**config.mk**
```make
export PLATFORM = sky130hd
export DESIGN_NAME = mem_access_unit
export DESIGN_NICKNAME = d
export VERILOG_FILES = /design/src/rtl/mem_access_unit_pkg.sv /design/src/rtl/mem_access_unit_load_align.sv /design/src/rtl/mem_access_unit.sv
export SDC_FILE = /design/constraint.sdc
export NUM_CORES = 1
export LEC_CHECK = 0
export ABC_AREA = 0
export BUFFER_PORTS_ARGS = -buffer_cell sky130_fd_sc_hd__buf_2
export CAP_MARGIN = 20
export CORE_ASPECT_RATIO = 1.75
export CORE_MARGIN = 1
export CORE_UTILIZATION = 34
export DETAILED_ROUTE_END_ITERATION = 8
export PLACE_DENSITY = 0.6
export SYNTH_ARGS = -nofsm -noshare
export SYNTH_HDL_FRONTEND = slang
export SYNTH_SLANG_ARGS = --single-unit
```
**constraint.sdc**
```tcl
create_clock -name clk -period 5 [get_ports clk]
set_input_delay 0.75 -clock clk [delete_from_list [all_inputs] [get_ports clk]]
set_output_delay 0.75 -clock clk [all_outputs]
set_load 0.005 [all_outputs]
```
**src/rtl/mem_access_unit_pkg.sv**
```systemverilog
// Shared types and constants for the MEM-stage data-bus master.
// State encodings, bus size codes and load byte-mask constants.
package mem_access_unit_pkg;

  typedef enum logic [1:0] {
    ST_IDLE   = 2'd0,
    ST_REQ    = 2'd1,
    ST_WAIT   = 2'd2,
    ST_CANCEL = 2'd3
  } mau_state_e;

  localparam logic [1:0] SIZE_BYTE = 2'd0;
  localparam logic [1:0] SIZE_HALF = 2'd1;
  localparam logic [1:0] SIZE_WORD = 2'd2;

  localparam logic [3:0] REN_B = 4'b0001;
  localparam logic [3:0] REN_H = 4'b0011;
  localparam logic [3:0] REN_W = 4'b1111;

  // Number of active byte lanes mapped onto the bus size code.
  function automatic logic [1:0] mask_to_size(input logic [3:0] mask);
    logic [2:0] cnt;
    cnt = 3'(mask[0]) + 3'(mask[1]) + 3'(mask[2]) + 3'(mask[3]);
    case (cnt)
      3'd4:    mask_to_size = SIZE_WORD;
      3'd2:    mask_to_size = SIZE_HALF;
      default: mask_to_size = SIZE_BYTE;
    endcase
  endfunction

endpackage

```
**src/rtl/mem_access_unit_load_align.sv**
```systemverilog
// Load data alignment: shifts the addressed lane down to bit 0 and
// zero- or sign-extends byte and halfword loads.
module mem_access_unit_load_align
  import mem_access_unit_pkg::*;
(
  input  logic [31:0] rdata,
  input  logic [1:0]  addr_lo,
  input  logic [3:0]  ren,
  input  logic        zext,
  output logic [31:0] result
);

  logic [31:0] sh;
  logic        ext;

  always_comb begin
    sh     = rdata >> {addr_lo, 3'b000};
    ext    = 1'b0;
    result = sh;
    case (ren)
      REN_B: begin
        ext    = ~zext & sh[7];
        result = {{24{ext}}, sh[7:0]};
      end
      REN_H: begin
        ext    = ~zext & sh[15];
        result = {{16{ext}}, sh[15:0]};
      end
      default: result = sh;
    endcase
  end

endmodule

```
**src/rtl/mem_access_unit.sv**
```systemverilog
// MEM-stage data-bus master: one SRAM-like transaction per load/store,
// pipeline hold while open, registered aligned load result for MEM/WB.
module mem_access_unit
  import mem_access_unit_pkg::*;
#(
  parameter int unsigned AW = 32,
  parameter int unsigned DW = 32
) (
  input  logic          clk,
  input  logic          resetn,
  input  logic          mem_valid,
  input  logic          mem_ex_any,
  input  logic          flush,
  input  logic          mem_data_en,
  input  logic [3:0]    mem_data_ren,
  input  logic [3:0]    mem_data_wen,
  input  logic [AW-1:0] mem_res,
  input  logic [DW-1:0] mem_wdata,
  input  logic          mem_loadX,
  output logic          data_req,
  output logic          data_wr,
  output logic [1:0]    data_size,
  output logic [AW-1:0] data_addr,
  output logic [3:0]    data_wstrb,
  output logic [DW-1:0] data_wdata,
  input  logic          data_addr_ok,
  input  logic          data_data_ok,
  input  logic [DW-1:0] data_rdata,
  output logic          mem_stall,
  output logic          wb_valid,
  output logic [DW-1:0] wb_rdata
);

  mau_state_e    state_q, state_d;
  logic [AW-1:0] lat_addr_q;
  logic [3:0]    lat_ren_q;
  logic [3:0]    lat_wen_q;
  logic [DW-1:0] lat_wdata_q;
  logic          lat_loadx_q;
  logic          flush_seen_q, flush_seen_d;

  logic          start;
  logic          in_idle;
  logic          latch_en;
  logic          deliver;
  logic [AW-1:0] cur_addr;
  logic [3:0]    cur_ren;
  logic [3:0]    cur_wen;
  logic [DW-1:0] cur_wdata;
  logic          cur_loadx;
  logic          cur_is_read;
  logic [DW-1:0] aligned;

  assign start   = mem_valid & mem_data_en & ~mem_ex_any & ~flush;
  assign in_idle = (state_q == ST_IDLE);

  // Idle: fields come straight from EX/MEM; otherwise from the latched copy.
  assign cur_addr    = in_idle ? mem_res      : lat_addr_q;
  assign cur_ren     = in_idle ? mem_data_ren : lat_ren_q;
  assign cur_wen     = in_idle ? mem_data_wen : lat_wen_q;
  assign cur_wdata   = in_idle ? mem_wdata    : lat_wdata_q;
  assign cur_loadx   = in_idle ? mem_loadX    : lat_loadx_q;
  assign cur_is_read = ~|cur_wen;

  assign data_wr    = |cur_wen;
  assign data_size  = mask_to_size(cur_ren | cur_wen);
  assign data_addr  = cur_addr;
  assign data_wstrb = cur_wen;
  assign data_wdata = cur_wdata;

  mem_access_unit_load_align u_load_align (
    .rdata   (data_rdata),
    .addr_lo (cur_addr[1:0]),
    .ren     (cur_ren),
    .zext    (cur_loadx),
    .result  (aligned)
  );

  // Next state, request, stall and delivery decode.
  always_comb begin
    state_d      = state_q;
    flush_seen_d = flush_seen_q;
    data_req     = 1'b0;
    mem_stall    = 1'b0;
    latch_en     = 1'b0;
    deliver      = 1'b0;
    case (state_q)
      ST_IDLE: begin
        flush_seen_d = 1'b0;
        if (start) begin
          data_req = 1'b1;
          latch_en = 1'b1;
          if (data_addr_ok && data_data_ok) begin
            deliver = cur_is_read;
          end else if (data_addr_ok) begin
            mem_stall = 1'b1;
            state_d   = ST_WAIT;
          end else begin
            mem_stall = 1'b1;
            state_d   = ST_REQ;
          end
        end
      end
      ST_REQ: begin
        data_req  = 1'b1;
        mem_stall = 1'b1;
        if (flush) flush_seen_d = 1'b1;
        if (data_addr_ok) state_d = ST_WAIT;
      end
      ST_WAIT: begin
        if (data_data_ok) begin
          deliver = cur_is_read & ~(flush | flush_seen_q);
          state_d = ST_IDLE;
        end else begin
          mem_stall = 1'b1;
          if (flush || flush_seen_q) state_d = ST_CANCEL;
        end
      end
      ST_CANCEL: begin
        mem_stall = 1'b1;
        if (data_data_ok) state_d = ST_IDLE;
      end
      default: state_d = ST_IDLE;
    endcase
  end

  always_ff @(posedge clk) begin
    if (!resetn) begin
      state_q      <= ST_IDLE;
      flush_seen_q <= 1'b0;
    end else begin
      state_q      <= state_d;
      flush_seen_q <= flush_seen_d;
    end
  end

  always_ff @(posedge clk) begin
    if (!resetn) begin
      lat_addr_q  <= '0;
      lat_ren_q   <= '0;
      lat_wen_q   <= '0;
      lat_wdata_q <= '0;
      lat_loadx_q <= 1'b0;
    end else if (latch_en) begin
      lat_addr_q  <= mem_res;
      lat_ren_q   <= mem_data_ren;
      lat_wen_q   <= mem_data_wen;
      lat_wdata_q <= mem_wdata;
      lat_loadx_q <= mem_loadX;
    end
  end

  // Load result register toward MEM/WB; data holds between deliveries.
  always_ff @(posedge clk) begin
    if (!resetn) begin
      wb_valid <= 1'b0;
      wb_rdata <= '0;
    end else begin
      wb_valid <= deliver;
      if (deliver) wb_rdata <= aligned;
    end
  end

endmodule
```
== Word-level counts from Yosys, hierarchy flattened ==
Index checks and enable logic that the tools add are counted.
Operators by class
  add/sub/neg operators: 3
  $mul: 0
  divide/modulo/power cells: 0
  magnitude comparators: 0
  equal/unequal tests: 13
  shift operators: 1
  mux-type cells: 28
  bitwise operators: 12
  reduce and logical (&&, ||, !) cells: 9
Operators by type and width (count)
  $mux W32: 2
  $pmux W32 S2: 1
  $shr A32 B5 Y32: 1
  $mux W2: 7
  $mux W1: 10
  $ne A2 B2 Y1 const B: 5
  $mux W4: 2
  $pmux W2 S4: 1
  $and A1 B1 Y1: 6
  $pmux W1 S2: 3
  $reduce_and A5 Y1: 1
  $eq A2 B2 Y1 const B: 2
  $eq A4 B1 Y1 const B: 1
  $eq A4 B2 Y1 const B: 1
  $not A1 Y1: 4
  $or A4 B4 Y4: 1
  $pmux W2 S2: 1
  $reduce_or A4 Y1: 1
  $add A2 B1 Y3: 1
  $add A3 B1 Y3: 1
  $eq A3 B2 Y1 const B: 1
  $eq A3 B3 Y1 const B: 1
  $ne A3 B3 Y1 const B: 1
  $pmux W1 S3: 1
  other kinds (10): 10
Word-level totals
  bits in registers: 109
  bits in latches: 0
  bits in writable memories: 0
  ROM bits: 0
  input port bits: 113
  output and inout port bits: 106
  word-level logic and storage cells: 75
  memories kept: 0

== Longest topological paths before layout ==
Gate-level depths: netlist of the first run.
  depth after elaboration: 8
  mapped depth: 12
  gate-level depth less buffers: 9

== Cells and area by module ==
Synthesis of the first run repeated with hierarchy kept, for this count alone.
Second synthesis, totals
  cells, all modules: 670
  area total of the unflattened synthesis: 5865.6 sq um
Modules (own cells, without submodules)
  mem_access_unit: instances 1, cells an instance 576, area each 5132.4 sq um, sequential area each 2182.1 sq um
  mem_access_unit_load_align: instances 1, cells an instance 94, area each 733.2 sq um, sequential area each 0.0 sq um

== Worst setup path before layout of the first run ==
No wires, ideal clock.
  path type: reg2out
  start: register state_q[1]
  end: output data_size[1]
  arrival: 2636 ps
  data required time: 4250 ps
  path slack: 1614 ps
  stages on the path, launching flop included: 13
  cells stage by stage: dfxtp_1 > buf_6 > nor2_1 > clkbuf_1 > buf_1 > nand2_1 > nand2_1 > nor2_1 > fa_1 > inv_1 > ha_1 > ha_1 > nor3b_1
On the way
  cells in the longest elaborated chain, start to end: 8
  elaborated cells on any way between the ends: 10
RTL lines
  from (decl): RTL line mem_access_unit.sv:34  | mau_state_e state_q, state_d;
  from (signal assigned): RTL line mem_access_unit.sv:132  | state_q <= state_d;
  $logic_not A2 Y1 *: RTL line mem_access_unit.sv:55  | assign in_idle = (state_q == ST_IDLE);
  $mux W4 *: RTL line mem_access_unit.sv:60  | assign cur_wen = in_idle ? mem_data_wen : lat_wen_q;
  named net data_wstrb[0]: RTL line mem_access_unit.sv:24  | output logic [3:0] data_wstrb,
  $or A4 B4 Y4 *: RTL line mem_access_unit.sv:66  | assign data_size = mask_to_size(cur_ren | cur_wen);
  $add A1 B1 Y2 *: RTL line mem_access_unit_pkg.sv:23  | cnt = 3'(mask[0]) + 3'(mask[1]) + 3'(mask[2]) + 3'(mask[3]);
  $add A2 B1 Y3 *: RTL line mem_access_unit_pkg.sv:23
  $add A3 B1 Y3 *: RTL line mem_access_unit_pkg.sv:23
  $eq A3 B2 Y1 / $eq A3 B3 Y1 (equally long branches): RTL line mem_access_unit_pkg.sv:24  | case (cnt)
  $pmux W2 S2 *: RTL line mem_access_unit_pkg.sv:24
  to (decl): RTL line mem_access_unit.sv:22  | output logic [1:0] data_size,
Mark *: on every way through the listed nets, which the timed path passes. The rest lies on a longest branch.

== Worst setup path in the final report of the first run ==
  start: register state_q[1]
  end: output data_size[1]
On the way
  cells in the longest elaborated chain, start to end: 8
  elaborated cells on any way between the ends: 10
RTL lines (RTL line)
  $logic_not A2 Y1 *: mem_access_unit.sv:55
  $mux W4 (on tied branches): mem_access_unit.sv:59, mem_access_unit.sv:60
  $or A4 B4 Y4 *: mem_access_unit.sv:66
  $add A1 B1 Y2: mem_access_unit_pkg.sv:23
  $add A2 B1 Y3: mem_access_unit_pkg.sv:23
  $add A3 B1 Y3 *: mem_access_unit_pkg.sv:23
  $eq A3 B2 Y1 / $eq A3 B3 Y1 (equally long branches): mem_access_unit_pkg.sv:24
  $pmux W2 S2 *: mem_access_unit_pkg.sv:24
Mark *: on every way between the ends. The rest lies on a longest branch, timed or not.

==> results of run 1 <==
per-layer routing:
metal | GRT usage [%] | vias to the layer above | share of wire [%]
met2 | 37.8 | 200 | 54
met5 | 0 | - | 0.055
li1 | - | 3046 | -
met1 | 22.6 | 2720 | 39
met3 | 4.08 | 18 | 6.3
met4 | 6.76 | 2 | 1.5
synthesized netlist by cell type (2+ instances only):
cell type	count
o211ai_1	4
or4_1	2
ha_1	2
mux2i_1	9
a211oi_1	9
inv_1	5
o2bb2ai_1	7
a31oi_1	9
a21boi_1	8
o21a_1	3
buf_2	15
o221a_1	8
buf_6	3
clkbuf_1	39
o22ai_1	2
nor2_1	7
dfxtp_1	109
nand3_1	4
nor3b_1	7
nand2_1	358
and3_1	9
o21ai_0	23
a211o_1	8
nand3b_1	2
mux2_2	9
o21ai_1	2
nor4_2	2
a21oi_2	2
a21boi_0	73
a21oi_1	30
and2_1	4
buf_1	6
inv_2	2
or3b_1	3
worst max path at each step:
| stage | startpoint | cells after the start | slack [ns] | endpoint |
|---|---|---|---|---|
| finish | state_q[1]$_SDFFE_PN0P_ | 11 | 0.98 | data_size[1] |
| floorplan | state_q[1]$_SDFFE_PN0P_ | 12 | 1.61 | data_size[1] |
| global placement | state_q[1]$_SDFFE_PN0P_ | 11 | 1.35 | data_size[1] |
| CTS | state_q[1]$_SDFFE_PN0P_ | 11 | 0.93 | data_size[1] |
| global route | state_q[1]$_SDFFE_PN0P_ | 11 | 0.69 | data_size[1] |
| detailed placement | state_q[1]$_SDFFE_PN0P_ | 11 | 1.34 | data_size[1] |
where the power goes:
group          internal, mW  switching (mW)
clock network         0.357           0.335
registers             0.881         0.00806
logic                 0.153           0.220
total                  1.39           0.564
worst max-delay path, delay by kind of cell (launching register included):
kind          cells  cell delay (ns)
simple gates      5             0.86
fa+ha+maj         3             1.00
buf+inv           3             0.48
flops             1             0.58
cell families after synthesis:
group | after synthesis
AO/OA/AOI/OAI | 196
adder cells (fa/ha/maj) | 3
buffers and inverters | 70
flip-flops | 109
multiplexers | 18
AND/OR/NAND/NOR | 407
flip-flops by register name, indices dropped and copies added (netlist names):
signal / count
state_q: 2
wb_rdata: 32
lat_addr_q: 32
flush_seen_q: 1
lat_ren_q: 4
lat_wdata_q: 32
wb_valid: 1
lat_loadx_q: 1
lat_wen_q: 4
per-stage QoR:
step / power (mW) / setup WS [ns] / area [um^2] / hold slack [ns]
3_3_place_gp: 1.29 / 1.35 / 7010 / 0.442
3_5_place_dp: 1.29 / 1.34 / 7010 / 0.442
6_report: 1.95 / 0.979 / 7290 / 0.451
5_1_grt: 2.06 / 0.691 / 7290 / 0.476
2_1_floorplan: 1.12 / 1.61 / 5820 / 0.438
4_1_cts: 1.99 / 0.932 / 7290 / 0.452
layout make-up:
type	instances	share of cell area [%]
sequential	109	29.9
timing repair buffer	230	16.2
inverter	7	0.360
clock inverter	5	0.617
tap	224	3.84
clock buffer	10	3.28
multi-input combinational	624	45.8
==> results.yml, run 1 <==
outcome:
  outcome: "completed"
cells_and_area:
  drive_above_1_share_pct: 27.4
  final-seq-area_um2: 2180
  multi_input_area_um2: 3340
  final_util_pct: 43.9
  diodes: 0
  fillerInstances: 1856
  final_cell_mix: "nand2_1, buf_2, dfxtp_1"
  nNetsFinal: 1097
  area_delta_synth_final_pct: 25.4
  layout.cells.non_filler: 1209
  layout_commonest_cell: "nand2_1"
placement:
  numPortBuffers: 218
  gp_congestion: 0.827
  hpwlAfterDp_mm: 13.0
  dp.cells: 1194
synth:
  synth_compound_area_share_pct: 24.2
  synth.distinct_cells: 52
  yosys.area_share.simple_pct: 29.0
  yosys.area.top_type: "dfxtp_1"
  synth_flop_cell: "dfxtp_1"
  synth_area_leaders: "dfxtp_1, nand2_1, a21boi_0"
  ys_seq_area_share_pct: 37.5
  synth-xor-area-share_pct: 0
  synth_adder_area_share_pct: 0.775
  synthMuxAreaShare_pct: 3.29
  avgSynthCellArea_um2: 7.24
  syn_nets: 919
  synth_area_um2: 5820
  ys_ff_latch: 109
  synth_top_area_share_pct: 37.5
  postSynthCellCount: 803
  synth_top_family_by_area: "simple AND/OR/NAND/NOR gates"
  synth_edf_count: 0
  ys_async_sr_fraction_pct: 0
  yosysWarnings: 0
detailed_routing:
  drt_iter0_drc: 222
  drt-vias-per-instance: 4.95
  drtPass1Iterations: 5
  postRouteAntennaNets: 0
  wl_per_cell_um: 15.0
  drt-total-wl_mm: 18.1
  vias: 5986
  route.detailed.drc: 0
global_routing:
  grt_pass1_vias: 5507
  grt_pass1_wl_mm: 28.2
  grt_use_total_pct: 20.3
  grt_max_degree: 58
  antenna_found_initial: 1
  grt_overflow: 0
clock_network:
  cts.clk_slew.worst_paths_ns: 0.08
  clk_latency_ns: 0.34
  numClockSinks: 109
  holdBufCountCts: 0
  cts_setup_buffers: 0
  h-tree-depth: 3
  post_cts_resized: 0
  cts_tree: "built"
  cts_root_buf: "clkbuf_16"
  cts_buffers: 9
  cts.path.max_buffers: 2
setup_path:
  max_stage_delay_ns: 0.58
  crit_path_start_kind: "register"
  crit_fanout: 22
  arrival_ns: 3.27
  crit_path_end_kind: "primary output"
  timing.rr.start: "state_q[0]$_SDFFE_PN0P_"
  worstPathRequired_ns: 4.25
  rr_endpoint: "wb_rdata[9]$_SDFFE_PN0P_"
  crit_type: "register to primary output"
  rrSetupSlack_ns: 1.65
  worstPathCellList: "buf_4 -> or2_2 -> nand2_1 -> nand2_1 -> nor2_1 -> fa_1 -> inv_1 -> ha_1 -> ha_1 -> nor3b_1 -> buf_2"
  r2r_cells: 7
  cp_slowest_cell: "dfxtp_1"
floorplanning:
  core_area_um2: 16600
  dieArea_um2: 17700
  die_w_um: 101
  num_rows: 62
  start_util_pct: 35.0
  io_pins: 219
  die-height_um: 175
timing:
  setup-tns-final_ns: 0
  finalHoldViolations: 0
  layout_min_cycle_time_ns: 4.02
  worst_pin_slew_ns: 1.08
  maxSlewHeadroom_pct: 27.7
  rsz0062_at_grt: "false"
  timing.fmax_mhz: 249
  final_max_slew_viol_count: 0
  skew_ns: 0.00889
  timing.final.crit_share_pct: 80.4
  finalSetupViolCount: 0
min_path:
  worstHoldStart: "wb_rdata[2]$_SDFFE_PN0P_"
  hold_path.class: "register to register"
  whs_path_depth: 2
  holdPathEnd: "wb_rdata[2]$_SDFFE_PN0P_"
power_and_ir_drop:
  p_per_area_nw_per_um2: 268
  peakVddDrop_uv: 138
  leakagePower_nw: 3.27
flow_run:
  maxCapViolCount: 0
Power figures use the tool's default switching activity.
==> run 2, diff against run 1 <==
--- a/config.mk
+++ b/config.mk
@@ -12,7 +12,7 @@
 export CORE_MARGIN = 1
 export CORE_UTILIZATION = 34
 export DETAILED_ROUTE_END_ITERATION = 8
-export PLACE_DENSITY = 0.6
+export PLACE_DENSITY = 0.62
 export SYNTH_ARGS = -nofsm -noshare
 export SYNTH_HDL_FRONTEND = slang
 export SYNTH_SLANG_ARGS = --single-unit
==> constraint.sdc (replaced) <==
create_clock -name clk -period 3.51 [get_ports clk]
set_input_delay 0.5265 -clock clk [delete_from_list [all_inputs] [get_ports clk]]
set_output_delay 0.5265 -clock clk [all_outputs]
set_load 0.005 [all_outputs]
==> results.yml, run 2 (synthesized netlist as in run 1, its figures left out) <==
outcome:
  outcome: "completed"
timing:
  rsz0062_at_grt: "false"
  layout_min_cycle_time_ns: 3.30
  timing.fmax_mhz: 303
  final_max_slew_viol_count: 0
  timing.final.crit_share_pct: 94.1
  maxSlewHeadroom_pct: 36.7
  finalHoldViolations: 0
  skew_ns: 0.0161
  setup-tns-final_ns: 0
  finalSetupViolCount: 0
  worst_pin_slew_ns: 0.946
floorplanning:
  start_util_pct: 35.0
  die_w_um: 101
  die-height_um: 175
  num_rows: 62
  io_pins: 219
  core_area_um2: 16600
  dieArea_um2: 17700
clock_network:
  cts.clk_slew.worst_paths_ns: 0.09
  clk_latency_ns: 0.36
  cts_root_buf: "clkbuf_16"
  numClockSinks: 109
  h-tree-depth: 3
  cts_setup_buffers: 0
  cts.path.max_buffers: 2
  post_cts_resized: 0
  cts_tree: "built"
  holdBufCountCts: 0
  cts_buffers: 9
setup_path:
  path_delay_family: "adder cells"
  rrSetupSlack_ns: 0.54
  cp_common_cell: "ha_1"
  max_stage_delay_ns: 0.49
  path_buf_inv: 3
  cp_slowest_cell: "fa_1"
  crit_type: "register to primary output"
  r2r_cells: 7
  arrival_ns: 2.78
  timing.rr.start: "state_q[1]$_SDFFE_PN0P_"
  crit_fanout: 32
  worstPathCellList: "nor2_4 -> buf_4 -> a211oi_1 -> fa_1 -> inv_1 -> ha_1 -> ha_1 -> nor3b_1 -> buf_2"
  crit_path_end_kind: "primary output"
  crit_path_start_kind: "register"
  worstPathRequired_ns: 2.98
  rr_endpoint: "wb_rdata[10]$_SDFFE_PN0P_"
cells_and_area:
  layout_commonest_cell: "nand2_1"
  fin_area_um2: 7350
  reg.largest.list: "lat_addr_q: 32 flops, lat_wdata_q: 32 flops, wb_rdata: 32 flops"
  nNetsFinal: 1100
  final_util_pct: 44.2
  drive_above_1_share_pct: 27.8
  final_cell_mix: "nand2_1, buf_2, dfxtp_1"
  area_delta_synth_final_pct: 26.3
  diodes: 0
  layout.cells.non_filler: 1213
placement:
  numPortBuffers: 218
  gp_congestion: 0.847
  place_area_um2: 7050
  dp.cells: 1197
  hpwlAfterDp_mm: 13.0
power_and_ir_drop:
  p_per_area_nw_per_um2: 384
  fin_total_pwr_mw: 2.82
  leakagePower_nw: 3.30
  peakVddDrop_uv: 189
flow_run:
  maxCapViolCount: 0
min_path:
  whs_path_depth: 3
  worstHoldStart: "mem_wdata[29]"
  hold_path.class: "input pin to register"
  holdPathEnd: "lat_wdata_q[29]$_SDFFE_PN0P_"
global_routing:
  grt_pass1_vias: 5680
  antenna_found_initial: 1
  grt_overflow: 0
  grt_pass1_wl_mm: 28.4
  grt_use_total_pct: 20.2
  grt_max_degree: 58
detailed_routing:
  drt-vias-per-instance: 4.94
  drt_iter0_drc: 241
  postRouteAntennaNets: 0
  wl_per_cell_um: 14.8
  vias: 5996
  drtPass1Iterations: 4
  drt-total-wl_mm: 18.0
  route.detailed.drc: 0
==> run 2: changes by cell type in the layout (fill, tap and decap cells not counted), sizes merged <==
| cell | delta |
|---|---|
| buf | +3 |
| inv | +1 |
| clkinvlp | -1 |
| clkinv | +1 |
==> run 2: cell type report <==
class | instances | area, um^2
Clock buffer | 10 | 239
Multi-Input combinational cell | 624 | 3350
Timing Repair Buffer | 233 | 1220
Clock inverter | 6 | 56.3
Tap cell | 224 | 280
Fill cell | 1822 | 9260
Sequential cell | 109 | 2180
Inverter | 7 | 26.3
==> run 2: worst max path at each step <==
stage	start	endpoint	slack (ns)	depth (start not counted)
after detailed placement	mem_data_ren[1]	data_size[1]	0.42	9
after floorplan	state_q[1]$_SDFFE_PN0P_	data_size[1]	0.35	12
after global routing	state_q[1]$_SDFFE_PN0P_	data_size[1]	0.02	10
after global placement	mem_data_ren[1]	data_size[0]	0.46	9
after CTS	state_q[1]$_SDFFE_PN0P_	data_size[1]	0.10	9
final	state_q[1]$_SDFFE_PN0P_	data_size[1]	0.21	9
==> run 2: stage by stage <==
| step | worst slack (ns) | hold WS, ns |
|---|---|---|
| final | 0.207 | 0.421 |
| after global routing | 0.0199 | 0.425 |
| after CTS | 0.101 | 0.415 |
| after detailed placement | 0.422 | 0.443 |
| after global placement | 0.456 | 0.440 |
| after floorplan | 0.348 | 0.438 |
==> run 2: worst reg2reg max path: stages (launching register included) <==
cell and delay [ns]:
dfxtp_1 0.39, buf_4 0.28, nor3b_1 0.12, nor2_1 0.74
inv_2 0.41, a211o_1 0.37, a41o_4 0.32, o221a_1 0.23
==> run 2: metal layers <==
metal	GRT usage, %	part of all wire, %	wire (um)	vias to the layer above
met5	0	0.050	9	-
met4	6.82	1.9	348	2
met3	4.60	6.1	1100	22
met2	38.0	54	9660	163
met1	21.7	38	6840	2755
li1	-	-	-	3054
==> run 2: report_power, final <==
part	internal, mW	switching (mW)
combinational	0.221	0.312
clock	0.516	0.503
sequential	1.26	0.0113
==> run 3, diff against run 2 <==
--- a/config.mk
+++ b/config.mk
@@ -10,9 +10,10 @@
 export CAP_MARGIN = 20
 export CORE_ASPECT_RATIO = 1.75
 export CORE_MARGIN = 1
-export CORE_UTILIZATION = 34
+export CORE_UTILIZATION = 25
 export DETAILED_ROUTE_END_ITERATION = 8
-export PLACE_DENSITY = 0.62
+export PLACE_DENSITY = 0.49
 export SYNTH_ARGS = -nofsm -noshare
 export SYNTH_HDL_FRONTEND = slang
+export SYNTH_HIERARCHICAL = 1
 export SYNTH_SLANG_ARGS = --single-unit
==> results.yml, run 3 <==
timing:
  layout_min_cycle_time_ns: 3.40
  timing.fmax_mhz: 294
  rsz0062_at_grt: "false"
  finalWorstSetupSlack_ns: 0.111
  timing.final.crit_share_pct: 96.8
  skew_ns: 0.00744
  setup-tns-final_ns: 0
  final_max_slew_viol_count: 0
  finalHoldViolations: 0
  finalSetupViolCount: 0
  worst_pin_slew_ns: 0.837
  whs_ns: 0.414
  maxSlewHeadroom_pct: 44.2
power_and_ir_drop:
  p_seq_share_pct: 44.6
  power_switching_mw: 0.753
  fin_total_pwr_mw: 2.83
  pwr-share-comb_pct: 17.9
  peakVddDrop_uv: 207
  clockPowerShare_pct: 37.5
  p_int_mw: 2.08
  leakagePower_nw: 3.13
  p_sw_share_pct: 26.6
  p_per_area_nw_per_um2: 371
cells_and_area:
  reg.largest.list: "lat_addr_q: 32 flops, lat_wdata_q: 32 flops, wb_rdata: 32 flops"
  fin_area_um2: 7630
  fillerInstances: 2487
  layout_commonest_cell: "buf_2"
  diodes: 0
  drive_above_1_share_pct: 40.0
  area_delta_synth_final_pct: 30.2
  final-seq-area_um2: 2190
  nNetsFinal: 984
  multi_input_area_um2: 3500
  final_cell_mix: "buf_2, nand2_1, dfxtp_1"
setup_path:
  crit_type: "register to primary output"
  arrival_ns: 2.87
  crit_fanout: 5
  path_buf_inv: 1
  crit_path_start_kind: "register"
  path_delay_family: "adder cells"
  crit_path_end_kind: "primary output"
  max_stage_delay_ns: 0.52
  cp_slowest_cell: "fa_1"
  worstPathCellList: "nor2_4 -> mux2_4 -> or2_2 -> fa_1 -> ha_2 -> ha_4 -> nor3b_2 -> buf_2"
  worstPathRequired_ns: 2.98
floorplanning:
  core_area_um2: 22800
  start_util_pct: 25.7
  dieArea_um2: 24100
  num_rows: 73
  die-height_um: 205
  io_pins: 219
  die_w_um: 118
global_routing:
  grt_use_total_pct: 15.1
  grt_pass1_wl_mm: 28.2
  grt_pass1_vias: 5142
  grt_max_degree: 87
  antenna_found_initial: 0
  grt_overflow: 0
synth:
  synth_top_area_share_pct: 37.2
  syn_nets: 786
  synth_edf_count: 0
  yosys.area.top_type: "dfxtp_1"
  yosysWarnings: 6
  synth_area_leaders: "dfxtp_1, mux2_2, nand2_1"
  synth_area_um2: 5870
  synth.distinct_cells: 42
  synthMostInstantiatedCell: "nand2_1"
  ys_seq_area_share_pct: 37.2
  avgSynthCellArea_um2: 8.75
  synth.top_cells.by_count: "nand2_1, dfxtp_1, mux2_2"
  synth_flop_cell: "dfxtp_1"
  ys_async_sr_fraction_pct: 0
  postSynthCellCount: 670
  ys_ff_latch: 109
detailed_routing:
  drt-total-wl_mm: 18.5
  drt-vias-per-instance: 4.53
  drtPass1Iterations: 4
  route.detailed.drc: 0
  postRouteAntennaNets: 0
  drt_iter0_drc: 157
  wl_per_cell_um: 15.7
  vias: 5319
outcome:
  outcome: "completed"
clock_network:
  h-tree-depth: 3
  cts.path.max_buffers: 2
  cts_buffers: 9
  cts_root_buf: "clkbuf_16"
  cts.clk_slew.worst_paths_ns: 0.08
  numClockSinks: 109
  cts_tree: "built"
  clk_latency_ns: 0.36
placement:
  hpwlAfterDp_mm: 13.4
  gp_congestion: 0.805
  place_ws_ns: 0.228
  place_area_um2: 7240
  numPortBuffers: 218
flow_run:
  maxCapViolCount: 0
min_path:
  hold_path.class: "input pin to register"
-- run 3: cell types whose count changed in the layout (fill, tap and decap cells not counted), moves of 7 or more --
cell       before  now
a21oi_1        30   16
o21ai_0        23    0
mux2i_1         9   48
a21boi_1        8    0
o2bb2ai_1       7    0
o221a_1         8    0
and3_1          9    0
a211o_1         8    0
a31oi_1         9    2
mux2_2          9   69
nand2_1       357  213
nor2b_1         0    9
-- run 3: per-layer routing --
layer	share of wire, %	routed length (um)	track usage, %
met1	40	7300	16.5
met2	53	9780	27.6
met3	4.2	774	2.95
met4	3.3	614	7.42
met5	0	0	0
-- run 3: area by class of cell --
cell class	instances	share of cell area, %
multi-input combinational	507	45.8
inverter	3	0.147
clock buffer	12	3.23
sequential	109	28.7
clock inverter	4	0.623
timing repair buffer	238	16.6
tap	300	4.92
-- run 3: per-stage QoR --
stage | instances | util [%]
finish | 1173 | 33.4
global route | 1173 | 33.4
CTS | 1171 | 33.2
detailed placement | 1150 | 31.7
global placement | 1150 | 31.7
floorplan | 670 | -
-- run 3: repair_timing --
item,in CTS,in global routing
hold buffers,0,0
gates resized for setup,4,10
endpoints found under the hold margin,0,0
pin swaps,1,4
gates cloned,1,0
buffers inserted,4,2
setup endpoints to repair,2,2
-- run 3: worst min-delay path: stages --
cell and delay, ns:
buf_2 0.10, nand2_1 0.04, a21boi_0 0.06
-- run 3: power groups by stage --
| stage | Clock (mW) | Combinational [mW] | Sequential (mW) |
|---|---|---|---|
| after floorplan | 0 | 0.282 | 1.29 |
| after global placement | 0 | 0.496 | 1.29 |
| after detailed placement | 0 | 0.496 | 1.29 |
| after CTS | 1.12 | 0.503 | 1.26 |
| after global routing | 1.16 | 0.556 | 1.26 |
| final | 1.06 | 0.506 | 1.26 |
-- run 3: worst paths after layout --
path / from / to / slack [ns] / cells past startpoint
max: state_q[1]$_SDFFE_PN0P_ / data_size[1] / 0.11 / 8
min: mem_wdata[25] / lat_wdata_q[25]$_SDFFE_PN0P_ / 0.41 / 3
max reg2reg: state_q[0]$_SDFFE_PN0P_ / wb_rdata[24]$_SDFFE_PN0P_ / 0.74 / 9
min reg2reg: wb_rdata[25]$_SDFFE_PN0P_ / wb_rdata[25]$_SDFFE_PN0P_ / 0.46 / 2
-- run 3: logic make-up (layout without fill, tap and decap cells) --
group / Yosys count / count (layout) / synth area share (%)
multiplexers: 123 / 123 / 22.8
AO/OA/AOI/OAI: 128 / 128 / 17.0
AND/OR/NAND/NOR: 252 / 253 / 18.0
adder cells (fa/ha/maj): 3 / 3 / 0.768
flip-flops: 109 / 109 / 37.2
buffers and inverters: 55 / 257 / 4.24
